### src/rtl/vga_pkg.sv
// ---------------------------------------------------------------
// vga_pkg: shared cursor encoding, 640x480@60 timing, pipeline record
// Revision 1.0
// ---------------------------------------------------------------
`default_nettype none

package vga_pkg;

  typedef enum logic [1:0] {
    CUR_OFF   = 2'd0,
    CUR_BLOCK = 2'd1,
    CUR_BLINK = 2'd2,
    CUR_UNDER = 2'd3
  } cursor_mode_e;

  localparam int VGA640_H_ACTIVE = 640;
  localparam int VGA640_H_FP     = 16;
  localparam int VGA640_H_SYNC   = 96;
  localparam int VGA640_H_BP     = 48;
  localparam int VGA640_V_ACTIVE = 480;
  localparam int VGA640_V_FP     = 10;
  localparam int VGA640_V_SYNC   = 2;
  localparam int VGA640_V_BP     = 33;

  // Per-pixel terms that must stay in step with the returned colour
  typedef struct packed {
    logic hsync;
    logic vsync;
    logic valid;
    logic hit;
  } vga_timing_t;

endpackage

`default_nettype wire

### src/rtl/vga_align_pipe.sv
// ---------------------------------------------------------------
// vga_align_pipe: DEPTH-stage delay line with a reset value
// Revision 1.0
// ---------------------------------------------------------------
`default_nettype none

module vga_align_pipe #(
  parameter int               DEPTH   = 1,
  parameter int               WIDTH   = 1,
  parameter logic [WIDTH-1:0] RST_VAL = '0
) (
  input  logic             pclk,
  input  logic             reset,
  input  logic [WIDTH-1:0] din,
  output logic [WIDTH-1:0] dout
);

  generate
    if (DEPTH == 0) begin : g_bypass
      logic bypass_unused;
      assign bypass_unused = pclk ^ reset;
      assign dout = din;
    end else begin : g_shift
      logic [WIDTH-1:0] stage [DEPTH];

      always_ff @(posedge pclk or posedge reset) begin
        if (reset) begin
          for (int i = 0; i < DEPTH; i++) stage[i] <= RST_VAL;
        end else begin
          stage[0] <= din;
          for (int i = 1; i < DEPTH; i++) stage[i] <= stage[i-1];
        end
      end

      assign dout = stage[DEPTH-1];
    end
  endgenerate

endmodule

`default_nettype wire

### src/rtl/vga_text_timing.sv
// ---------------------------------------------------------------
// vga_text_timing: VGA raster timing with text-cell cursor overlay
// Revision 1.0
// ---------------------------------------------------------------
`default_nettype none

module vga_text_timing
  import vga_pkg::*;
#(
  parameter int H_ACTIVE     = VGA640_H_ACTIVE,
  parameter int H_FP         = VGA640_H_FP,
  parameter int H_SYNC       = VGA640_H_SYNC,
  parameter int H_BP         = VGA640_H_BP,
  parameter int V_ACTIVE     = VGA640_V_ACTIVE,
  parameter int V_FP         = VGA640_V_FP,
  parameter int V_SYNC       = VGA640_V_SYNC,
  parameter int V_BP         = VGA640_V_BP,
  parameter bit SYNC_POL     = 1'b0,
  parameter int CELL_W       = 9,
  parameter int CELL_H       = 16,
  parameter int COLS         = 71,
  parameter int ROWS         = 30,
  parameter int ADDR_W       = 12,
  parameter int DATA_LAT     = 0,
  parameter int BLINK_FRAMES = 30,
  parameter int UL_ROWS      = 2
) (
  input  logic              pclk,
  input  logic              reset,
  input  logic [23:0]       vga_data,
  input  logic [ADDR_W-1:0] cursor_addr,
  input  logic [1:0]        cursor_mode,
  output logic [9:0]        h_addr,
  output logic [9:0]        v_addr,
  output logic              hsync,
  output logic              vsync,
  output logic              valid,
  output logic              frame_start,
  output logic [7:0]        vga_r,
  output logic [7:0]        vga_g,
  output logic [7:0]        vga_b
);

  localparam int H_TOTAL = H_ACTIVE + H_FP + H_SYNC + H_BP;
  localparam int V_TOTAL = V_ACTIVE + V_FP + V_SYNC + V_BP;
  localparam int PX_W    = $clog2(CELL_W + 1);
  localparam int LN_W    = $clog2(CELL_H + 1);
  localparam int COL_W   = $clog2(COLS + 1);
  localparam int ROW_W   = $clog2(ROWS + 1);
  localparam int BF_W    = $clog2(BLINK_FRAMES + 1);

  localparam logic [9:0] H_LAST = 10'(H_TOTAL - 1);
  localparam logic [9:0] V_LAST = 10'(V_TOTAL - 1);
  localparam logic [9:0] H_ACT  = 10'(H_ACTIVE);
  localparam logic [9:0] V_ACT  = 10'(V_ACTIVE);
  localparam logic [9:0] HS_BEG = 10'(H_ACTIVE + H_FP);
  localparam logic [9:0] HS_END = 10'(H_ACTIVE + H_FP + H_SYNC);
  localparam logic [9:0] VS_BEG = 10'(V_ACTIVE + V_FP);
  localparam logic [9:0] VS_END = 10'(V_ACTIVE + V_FP + V_SYNC);

  localparam logic [PX_W-1:0]   PX_LAST   = PX_W'(CELL_W - 1);
  localparam logic [LN_W-1:0]   LN_LAST   = LN_W'(CELL_H - 1);
  localparam logic [LN_W-1:0]   UL_FIRST  = LN_W'(CELL_H - UL_ROWS);
  localparam logic [COL_W-1:0]  COL_END   = COL_W'(COLS);
  localparam logic [ROW_W-1:0]  ROW_END   = ROW_W'(ROWS);
  localparam logic [ADDR_W-1:0] COLS_A    = ADDR_W'(COLS);
  localparam logic [ADDR_W-1:0] NO_CURSOR = ADDR_W'(COLS * ROWS);
  localparam logic [BF_W-1:0]   BF_LAST   = BF_W'(BLINK_FRAMES);

  localparam vga_timing_t TERM_RST = '{hsync: ~SYNC_POL, vsync: ~SYNC_POL,
                                       valid: 1'b0, hit: 1'b0};

  logic [9:0]        h_cnt, v_cnt;
  logic [PX_W-1:0]   px;
  logic [LN_W-1:0]   ln;
  logic [COL_W-1:0]  col;
  logic [ROW_W-1:0]  row;
  logic [ADDR_W-1:0] row_base;
  logic [ADDR_W-1:0] cur_addr_q, cur_addr_eff, addr_smp, cell_idx;
  cursor_mode_e      cur_mode_q, cur_mode_eff;
  logic [BF_W-1:0]   blink_cnt;
  logic              phase_q, phase_eff, blink_wrap;
  logic              line_end, h_act, v_act, visible, fs_now, in_cell, on_cur;
  vga_timing_t       term_now, term_d;

  assign line_end = (h_cnt == H_LAST);
  assign h_act    = (h_cnt < H_ACT);
  assign v_act    = (v_cnt < V_ACT);
  assign visible  = h_act && v_act;
  assign fs_now   = (h_cnt == 10'd0) && (v_cnt == 10'd0);
  assign h_addr   = h_act ? h_cnt : 10'd0;
  assign v_addr   = v_act ? v_cnt : 10'd0;

  always_ff @(posedge pclk or posedge reset) begin
    if (reset) begin
      h_cnt <= 10'd0;
      v_cnt <= 10'd0;
    end else if (line_end) begin
      h_cnt <= 10'd0;
      v_cnt <= (v_cnt == V_LAST) ? 10'd0 : v_cnt + 10'd1;
    end else begin
      h_cnt <= h_cnt + 10'd1;
    end
  end

  // Cell position is tracked incrementally; col/row park at COLS/ROWS past the grid
  always_ff @(posedge pclk or posedge reset) begin
    if (reset) begin
      px       <= '0;
      col      <= '0;
      ln       <= '0;
      row      <= '0;
      row_base <= '0;
    end else if (line_end) begin
      px  <= '0;
      col <= '0;
      if (v_cnt == V_LAST) begin
        ln       <= '0;
        row      <= '0;
        row_base <= '0;
      end else if (v_act && row != ROW_END) begin
        if (ln == LN_LAST) begin
          ln       <= '0;
          row      <= row + 1'b1;
          row_base <= row_base + COLS_A;
        end else begin
          ln <= ln + 1'b1;
        end
      end
    end else if (visible && col != COL_END) begin
      if (px == PX_LAST) begin
        px  <= '0;
        col <= col + 1'b1;
      end else begin
        px <= px + 1'b1;
      end
    end
  end

  // On the frame-start cycle the freshly sampled values already govern pixel (0,0)
  always_comb begin
    addr_smp     = (cursor_addr >= NO_CURSOR) ? NO_CURSOR : cursor_addr;
    blink_wrap   = (blink_cnt == BF_LAST);
    cur_addr_eff = fs_now ? addr_smp : cur_addr_q;
    cur_mode_eff = fs_now ? cursor_mode_e'(cursor_mode) : cur_mode_q;
    phase_eff    = (fs_now && blink_wrap) ? ~phase_q : phase_q;
  end

  always_ff @(posedge pclk or posedge reset) begin
    if (reset) begin
      cur_addr_q <= NO_CURSOR;
      cur_mode_q <= CUR_OFF;
      blink_cnt  <= '0;
      phase_q    <= 1'b1;
    end else if (fs_now) begin
      cur_addr_q <= addr_smp;
      cur_mode_q <= cursor_mode_e'(cursor_mode);
      if (blink_wrap) begin
        blink_cnt <= BF_W'(1);
        phase_q   <= ~phase_q;
      end else begin
        blink_cnt <= blink_cnt + 1'b1;
      end
    end
  end

  always_comb begin
    cell_idx       = row_base + ADDR_W'(col);
    in_cell        = visible && (col != COL_END) && (row != ROW_END);
    on_cur         = in_cell && (cell_idx == cur_addr_eff);
    term_now.hsync = (h_cnt >= HS_BEG && h_cnt < HS_END) ? SYNC_POL : ~SYNC_POL;
    term_now.vsync = (v_cnt >= VS_BEG && v_cnt < VS_END) ? SYNC_POL : ~SYNC_POL;
    term_now.valid = visible;
    term_now.hit   = 1'b0;
    case (cur_mode_eff)
      CUR_BLOCK: term_now.hit = on_cur;
      CUR_BLINK: term_now.hit = on_cur && phase_eff;
      CUR_UNDER: term_now.hit = on_cur && phase_eff && (ln >= UL_FIRST);
      default:   term_now.hit = 1'b0;
    endcase
  end

  vga_align_pipe #(
    .DEPTH   (DATA_LAT),
    .WIDTH   ($bits(vga_timing_t)),
    .RST_VAL (TERM_RST)
  ) u_align (
    .pclk  (pclk),
    .reset (reset),
    .din   (term_now),
    .dout  (term_d)
  );

  always_ff @(posedge pclk or posedge reset) begin
    if (reset) begin
      hsync                 <= ~SYNC_POL;
      vsync                 <= ~SYNC_POL;
      valid                 <= 1'b0;
      frame_start           <= 1'b0;
      {vga_r, vga_g, vga_b} <= 24'd0;
    end else begin
      hsync       <= term_d.hsync;
      vsync       <= term_d.vsync;
      valid       <= term_d.valid;
      frame_start <= fs_now;
      if (!term_d.valid)   {vga_r, vga_g, vga_b} <= 24'd0;
      else if (term_d.hit) {vga_r, vga_g, vga_b} <= ~vga_data;
      else                 {vga_r, vga_g, vga_b} <= vga_data;
    end
  end

endmodule

`default_nettype wire

### config.mk
export PLATFORM = sky130hd
export DESIGN_NAME = vga_text_timing
export DESIGN_NICKNAME = d
export VERILOG_FILES = /design/src/rtl/vga_pkg.sv /design/src/rtl/vga_align_pipe.sv /design/src/rtl/vga_text_timing.sv
export SDC_FILE = /design/constraint.sdc
export NUM_CORES = 1
export LEC_CHECK = 0
export CORE_ASPECT_RATIO = 0.6
export CORE_MARGIN = 2
export CORE_UTILIZATION = 55
export DETAILED_ROUTE_END_ITERATION = 6
export PLACE_DENSITY = 0.87
export SYNTH_ARGS = -nofsm -noshare
export SYNTH_HDL_FRONTEND = slang
export SYNTH_SLANG_ARGS = --single-unit
### constraint.sdc
create_clock -name pclk -period 3.9 [get_ports pclk]
set_input_delay 0.78 -clock pclk [delete_from_list [all_inputs] [get_ports pclk]]
set_output_delay 0.78 -clock pclk [all_outputs]
set_load 0.03 [all_outputs]
Word-level counts from Yosys, hierarchy flattened
Index checks and enable logic that the tools add are counted.
{"block": "classes", "add_sub_neg": 9, "magnitude_cmp": 8, "n_eq_ne": 11, "mux": 33, "bitwise_logic": 2, "reduce_logical": 21}
{"op": "$mux 12", "n": 5}
{"op": "$mux 8", "n": 6}
{"op": "$mux 10", "n": 4}
{"op": "$mux 5", "n": 7}
{"op": "$not 24->24", "n": 1}
{"op": "$mux 7", "n": 3}
{"op": "$add 10x1->10 const B", "n": 2}
{"op": "$eq 10x10->1 const B", "n": 2}
{"op": "$logic_not 10->1", "n": 2}
{"op": "$lt 10x10->1 const B", "n": 2}
{"op": "$lt 10x9->1 const B", "n": 2}
{"op": "$add 5x1->5 const B", "n": 3}
{"op": "$add 12x7->12", "n": 1}
{"op": "$add 12x7->12 const B", "n": 1}
{"op": "$eq 12x12->1", "n": 1}
{"op": "$ge 12x12->1 const B", "n": 1}
{"op": "$mux 4", "n": 3}
{"op": "$logic_and 1x1->1", "n": 11}
{"op": "$ge 10x10->1 const B", "n": 1}
{"op": "$ge 10x9->1 const B", "n": 1}
{"op": "$reduce_bool 2->1", "n": 4}
{"op": "$add 7x1->7 const B", "n": 1}
{"op": "$ne 7x7->1 const B", "n": 1}
{"op": "$reduce_and 2->1", "n": 3}
{"op": "other kinds (13)", "n": 16}
{"block": "word_totals", "reg_bits": 101, "in_bits": 40, "word_cells": 102}

Depth between registers and ports, before layout
{"block": "logic_depth", "ltp_word": 10, "ltp_mapped": 13, "ltp_nobuf": 11}

Hierarchy
Synthesis repeated with hierarchy kept, for this count alone.
{"block": "unflattened", "hier_cells": 562, "area_unflattened_um2": 5557.8}
{"module": "vga_text_timing", "instances": 1, "cells_per_inst": 558, "area_per_inst_um2": 5527.8}
{"module": "vga_align_pipe", "instances": 1, "cells_per_inst": 4, "area_per_inst_um2": 30.0}

Worst setup path before layout
No wires, ideal clock.
{"block": "synth_path", "kind": "flip-flop to flip-flop", "from": "register h_cnt[0]", "to": "register vga_b[1]", "arrival_ns": 3.290, "required_ns": 3.821, "setup_slack_ns": 0.530, "path_stages_with_launch": 13, "synth_period_minus_slack_ns": 3.370, "cell_sequence": "dfrtp_1 -> inv_1 -> ha_1 -> or4b_4 -> or3_1 -> buf_6 -> o31a_1 -> a221oi_1 -> and3_1 -> o2111ai_2 -> nor4_4 -> buf_6 -> mux2i_1"}
{"block": "synth_via", "elab_chain_len": 10, "elab_cells_between_ends": 20, "cone_classes": "order compare (1); eq/ne (4); mux (6); reduce/logical (9)"}
{"element": "start, declared", "line": "vga_text_timing.sv:73", "rtl": "logic [9:0] h_cnt, v_cnt;"}
{"element": "start signal, assigned", "line": "vga_text_timing.sv:102", "rtl": "h_cnt <= h_cnt + 10'd1;"}
{"element": "$lt 10x10->1 / $logic_not 10->1 (equally long branches)", "line": "vga_text_timing.sv:87, vga_text_timing.sv:90"}
{"element": "$logic_and 1x1->1, on equally long branches", "line": "vga_text_timing.sv:89, vga_text_timing.sv:90"}
{"element": "$logic_and 1x1->1 / $mux 12 (equally long branches)"}
{"element": "$logic_and 1x1->1 / $eq 12x12->1 (equally long branches)", "line": "vga_text_timing.sv:169, vga_text_timing.sv:170"}
{"element": "$logic_and 1x1->1", "line": "vga_text_timing.sv:170", "rtl": "on_cur = in_cell && (cell_idx == cur_addr_eff);"}
{"element": "$logic_and 1x1->1", "line": "vga_text_timing.sv:177, vga_text_timing.sv:178"}
{"element": "$logic_and 1x1->1", "line": "vga_text_timing.sv:178", "rtl": "CUR_UNDER: term_now.hit = on_cur && phase_eff && (ln >= UL_FIRST);"}
{"element": "$pmux 1 s3", "line": "vga_text_timing.sv:175", "rtl": "case (cur_mode_eff)"}
{"element": "$mux 8", "line": "vga_text_timing.sv:207", "rtl": "else if (term_d.hit) {vga_r, vga_g, vga_b} <= ~vga_data;"}
{"element": "$mux 8 *", "line": "vga_text_timing.sv:206", "rtl": "if (!term_d.valid) {vga_r, vga_g, vga_b} <= 24'd0;"}
{"element": "end signal, assigned", "line": "vga_text_timing.sv:207"}
{"element": "end signal, assigned", "line": "vga_text_timing.sv:208", "rtl": "else {vga_r, vga_g, vga_b} <= vga_data;"}
{"element": "end, declared", "line": "vga_text_timing.sv:41", "rtl": "output logic [7:0] vga_b"}
Every way passes the cells marked *; elsewhere a longest branch is shown, timed or not.
A chain may end at the register's enable or synchronous reset.

Worst setup path in the final report
{"block": "layout_path", "from": "input cursor_addr[10]", "to": "register vga_b[7]"}
{"block": "layout_via", "elab_chain_len": 10}
{"element": "start, declared", "line": "vga_text_timing.sv:31", "rtl": "input logic [ADDR_W-1:0] cursor_addr,"}
{"element": "$ge 12x12->1 *", "line": "vga_text_timing.sv:142", "rtl": "addr_smp = (cursor_addr >= NO_CURSOR) ? NO_CURSOR : cursor_addr;"}
{"element": "$mux 12 *", "line": "vga_text_timing.sv:142"}
{"element": "$mux 12 *"}
{"element": "net cur_addr_eff[3]", "line": "vga_text_timing.sv:79", "rtl": "logic [ADDR_W-1:0] cur_addr_q, cur_addr_eff, addr_smp, cell_idx;"}
{"element": "$eq 12x12->1 *", "line": "vga_text_timing.sv:170"}
{"element": "$logic_and 1x1->1 *", "line": "vga_text_timing.sv:170"}
{"element": "$logic_and 1x1->1", "line": "vga_text_timing.sv:177, vga_text_timing.sv:178"}
{"element": "$logic_and 1x1->1", "line": "vga_text_timing.sv:178"}
{"element": "$pmux 1 s3 *", "line": "vga_text_timing.sv:175"}
{"element": "$mux 8 *", "line": "vga_text_timing.sv:207"}
{"element": "$mux 8 *", "line": "vga_text_timing.sv:206"}
Mark *: on every way through the listed nets, which the timed path passes. The rest lies on a longest branch.

==> impl_metrics.toml <==
[die]
die-area_sq_um = 11500
rows = 29
coreArea_sq_um = 10500
die_h_um = 83.8
io_pins = 88
die_width_um = 137
start_util = 0.558

[finish]
area_delta_synth_final_pct = 21.8
final_cell_mix = "94 x dfrtp_1, 86 x clkdlybuf4s50_1, 65 x nand2_1, 45 x nor2_1, 39 x o21ai_0"
drive_gt1_frac = 0.0720
fin_nets = 751
mostFrequentLayoutCell = "dfrtp_1"
n_antenna_cell = 0
fillers = 750

[hold_path]
min-delay-start = "blink_cnt[4]"
min_path_cells = 1
hp-class = "flop to flop"
whs_endpoint = "blink_cnt[4]"

[critical_path]
r2r-end = "vga_b[7]"
r2r_start = "h_cnt[0]"
cp.arrival_ps = 3890
path_cells = "clkdlybuf4s50_1, or4_1, o21bai_1, a211oi_4, a22o_1, xnor2_1, o2111ai_1, nor4_4, buf_12, mux2i_1"
reg2reg_depth = 11
worst-setup-path-type = "input port to flop"
crit_slowest_cell = "or4_1"
r2r_slack_ps = 320
critPathMaxStageDelay_ps = 590
setup.worst_path.start = "cursor_addr[10]"
cp-end-kind = "flop"
worst_setup_path_start_kind = "input port"
required_ps = 4170
path_max_fanout = 24

[place]
port-buffer-count = 86
dp_hpwl_um = 9940
globalplace.congestion = 0.918

[clocking]
post_cts_buffers = 0
clock_latency_ps = 350
cts_tree = "yes"
path_clk_slew_ps = 70
cts_sinks = 101
root_buffer = "clkbuf_16"
cts.htree.levels = 3
cts_max_path_buffers = 2
cts_inserted_buffers = 9

[timing]
slew_viol_final = 0
worst_pin_slew_ps = 1050
period_share = 0.927
fmax_mhz = 276
hold_violations = 0
fin_crit_ps = 3620
setup-tns-final_ps = 0
slew_headroom = 0.297
setup_viol = 0
rsz0062_at_grt = "no"
skew_ps = 10.2

[synth]
synth_area_sq_um = 5830
avgSynthCellArea_sq_um = 9.52
synthesis.instances = 613
yosys_warnings = 0
seq_area_frac_synth = 0.435
ys_ff_latch = 101
synth.largest_area_cell = "dfrtp_1"
synth_top_cell_area_share = 0.403
synthTopCellsByArea = "dfrtp_1 40%, mux2i_1 4.8%, ha_1 4.5%, nand2_1 4.2%, o21ai_0 3.3%"
syn-num-nets = 675
ys_types = 61
synthArstFlopShare = 1.00
synth-edff-count = 0
synthFlopType = "dfrtp_1"

[pwr]
finalPower_mw = 2.11
ir_drop_mv = 0.214
p_leak_nw = 3.11
powerDensity_nw_per_um2 = 297

[drt]
drc = 0
num_vias = 4873
wl_per_cell_um = 16.8
drt-total-wl_um = 14000
drtAntennaViolNets = 0
vias_per_cell = 5.85
drt-pass1-iter-count = 7
dr.first_iter.drc_count = 443

[global_routing]
grt_max_degree = 84
grt_pass1_vias = 4806
grt_use_total = 0.261
grt-ovfl-total = 0
grt_pass1_wl_um = 23500
antenna_found_initial = 0

[flow_run]
cap_violations = 0

[status]
status = "complete, no violations"
## worst max path at each step
stage	end	slack, ps	depth (start not counted)
after floorplan	blink_cnt[0]	480	1
after global placement	vga_g[5]	170	10
after detailed placement	vga_r[6]	60	10
after CTS	vga_b[6]	190	11
after global routing	vga_b[6]	90	11
final	vga_b[7]	280	10
## logic make-up (layout without fill, tap and decap cells)
logic type	after synthesis	count (layout)	synth area share
mux	30	30	0.0519
xor+xnor	47	47	0.0800
buf+inv	53	134	0.0412
fa+ha+maj	22	22	0.0485
simple gates	255	255	0.227
other cells	1	1	0.000643
flops	101	101	0.435
compound gates	104	104	0.116
## critical path: cells and delay by family
family,cells,cell delay (ps)
buffers and inverters,2,670
AO/OA/AOI/OAI,4,1060
XOR/XNOR,1,170
AND/OR/NAND/NOR,2,960
multiplexers,1,220
## what timing repair did
item | in CTS | in global routing
resized for setup | 0 | 3
hold buffers | 0 | 0
endpoints found under the setup margin | 0 | 24
## per-stage QoR
| step | hold slack (ps) | setup slack, ps | cells | cell area [sq um] | util |
|---|---|---|---|---|---|
| global placement | 478 | 169 | 817 | 6810 | 0.651 |
| floorplan | 451 | 484 | 613 | 5830 | - |
| CTS | 497 | 186 | 833 | 7090 | 0.679 |
| global route | 530 | 93.2 | 833 | 7110 | 0.680 |
| detailed placement | 483 | 55.2 | 817 | 6810 | 0.651 |
| finish | 495 | 283 | 833 | 7110 | 0.680 |
## area by class of cell
cell class                 count  area [sq um]  share of cell area
tap                          139           174              0.0245
clock buffer                   9           225              0.0317
multi-input combinational    459          3080               0.433
inverter                      22          85.1              0.0120
sequential                   101          2540               0.357
clock inverter                 7          58.8             0.00827
timing repair buffer          96           948               0.133
## cell usage after synthesis (all sizes together), types with 2 or more instances
master   count
nand2b      31
nor4         8
a2bb2oi      2
nand3       26
nand4b       2
a21boi       2
or3          5
nand4        9
inv         22
nor2b       10
or4          2
xnor3        4
a211oi       3
dfrtp       94
xnor2       22
o2111ai      5
nor3b        2
o31a         2
nor3        14
a211o        2
o21bai       3
o31ai        7
nand3b       2
a31oi        3
xor2        21
ha          21
clkbuf      25
a22o         4
or4b         2
o211a        2
a21o         3
dfstp        7
and4         2
mux2         2
nand2       66
a21oi       15
o21ai       43
buf          6
mux2i       28
and3         8
and2        19
o21a         3
nor2        46
## where the power goes
part	internal (mW)	total (mW)	switching [mW]	leakage (nW)
sequential	1.07	1.08	0.00810	1.28
clock	0.442	0.854	0.412	0.138
combinational	0.0853	0.177	0.0918	1.69
total	1.60	2.11	0.512	3.11
## layer usage
layer,vias up,wire length [um],track usage
li1,2269,-,-
met5,-,0,0
met2,222,6600,0.415
met3,27,1010,0.0716
met4,0,171,0.0675
met1,2355,6230,0.354
## flip-flops by register name, summed over array words and instances, names as in the netlist, 2 cells and up
name and cells:
vga_g 8, cur_mode_q 2, vga_b 8, blink_cnt 5
col 7, row_base 12, cur_addr_q 12, v_cnt 10
h_cnt 10, px 4, vga_r 8, ln 5
row 5
Power figures use the tool's default switching activity.
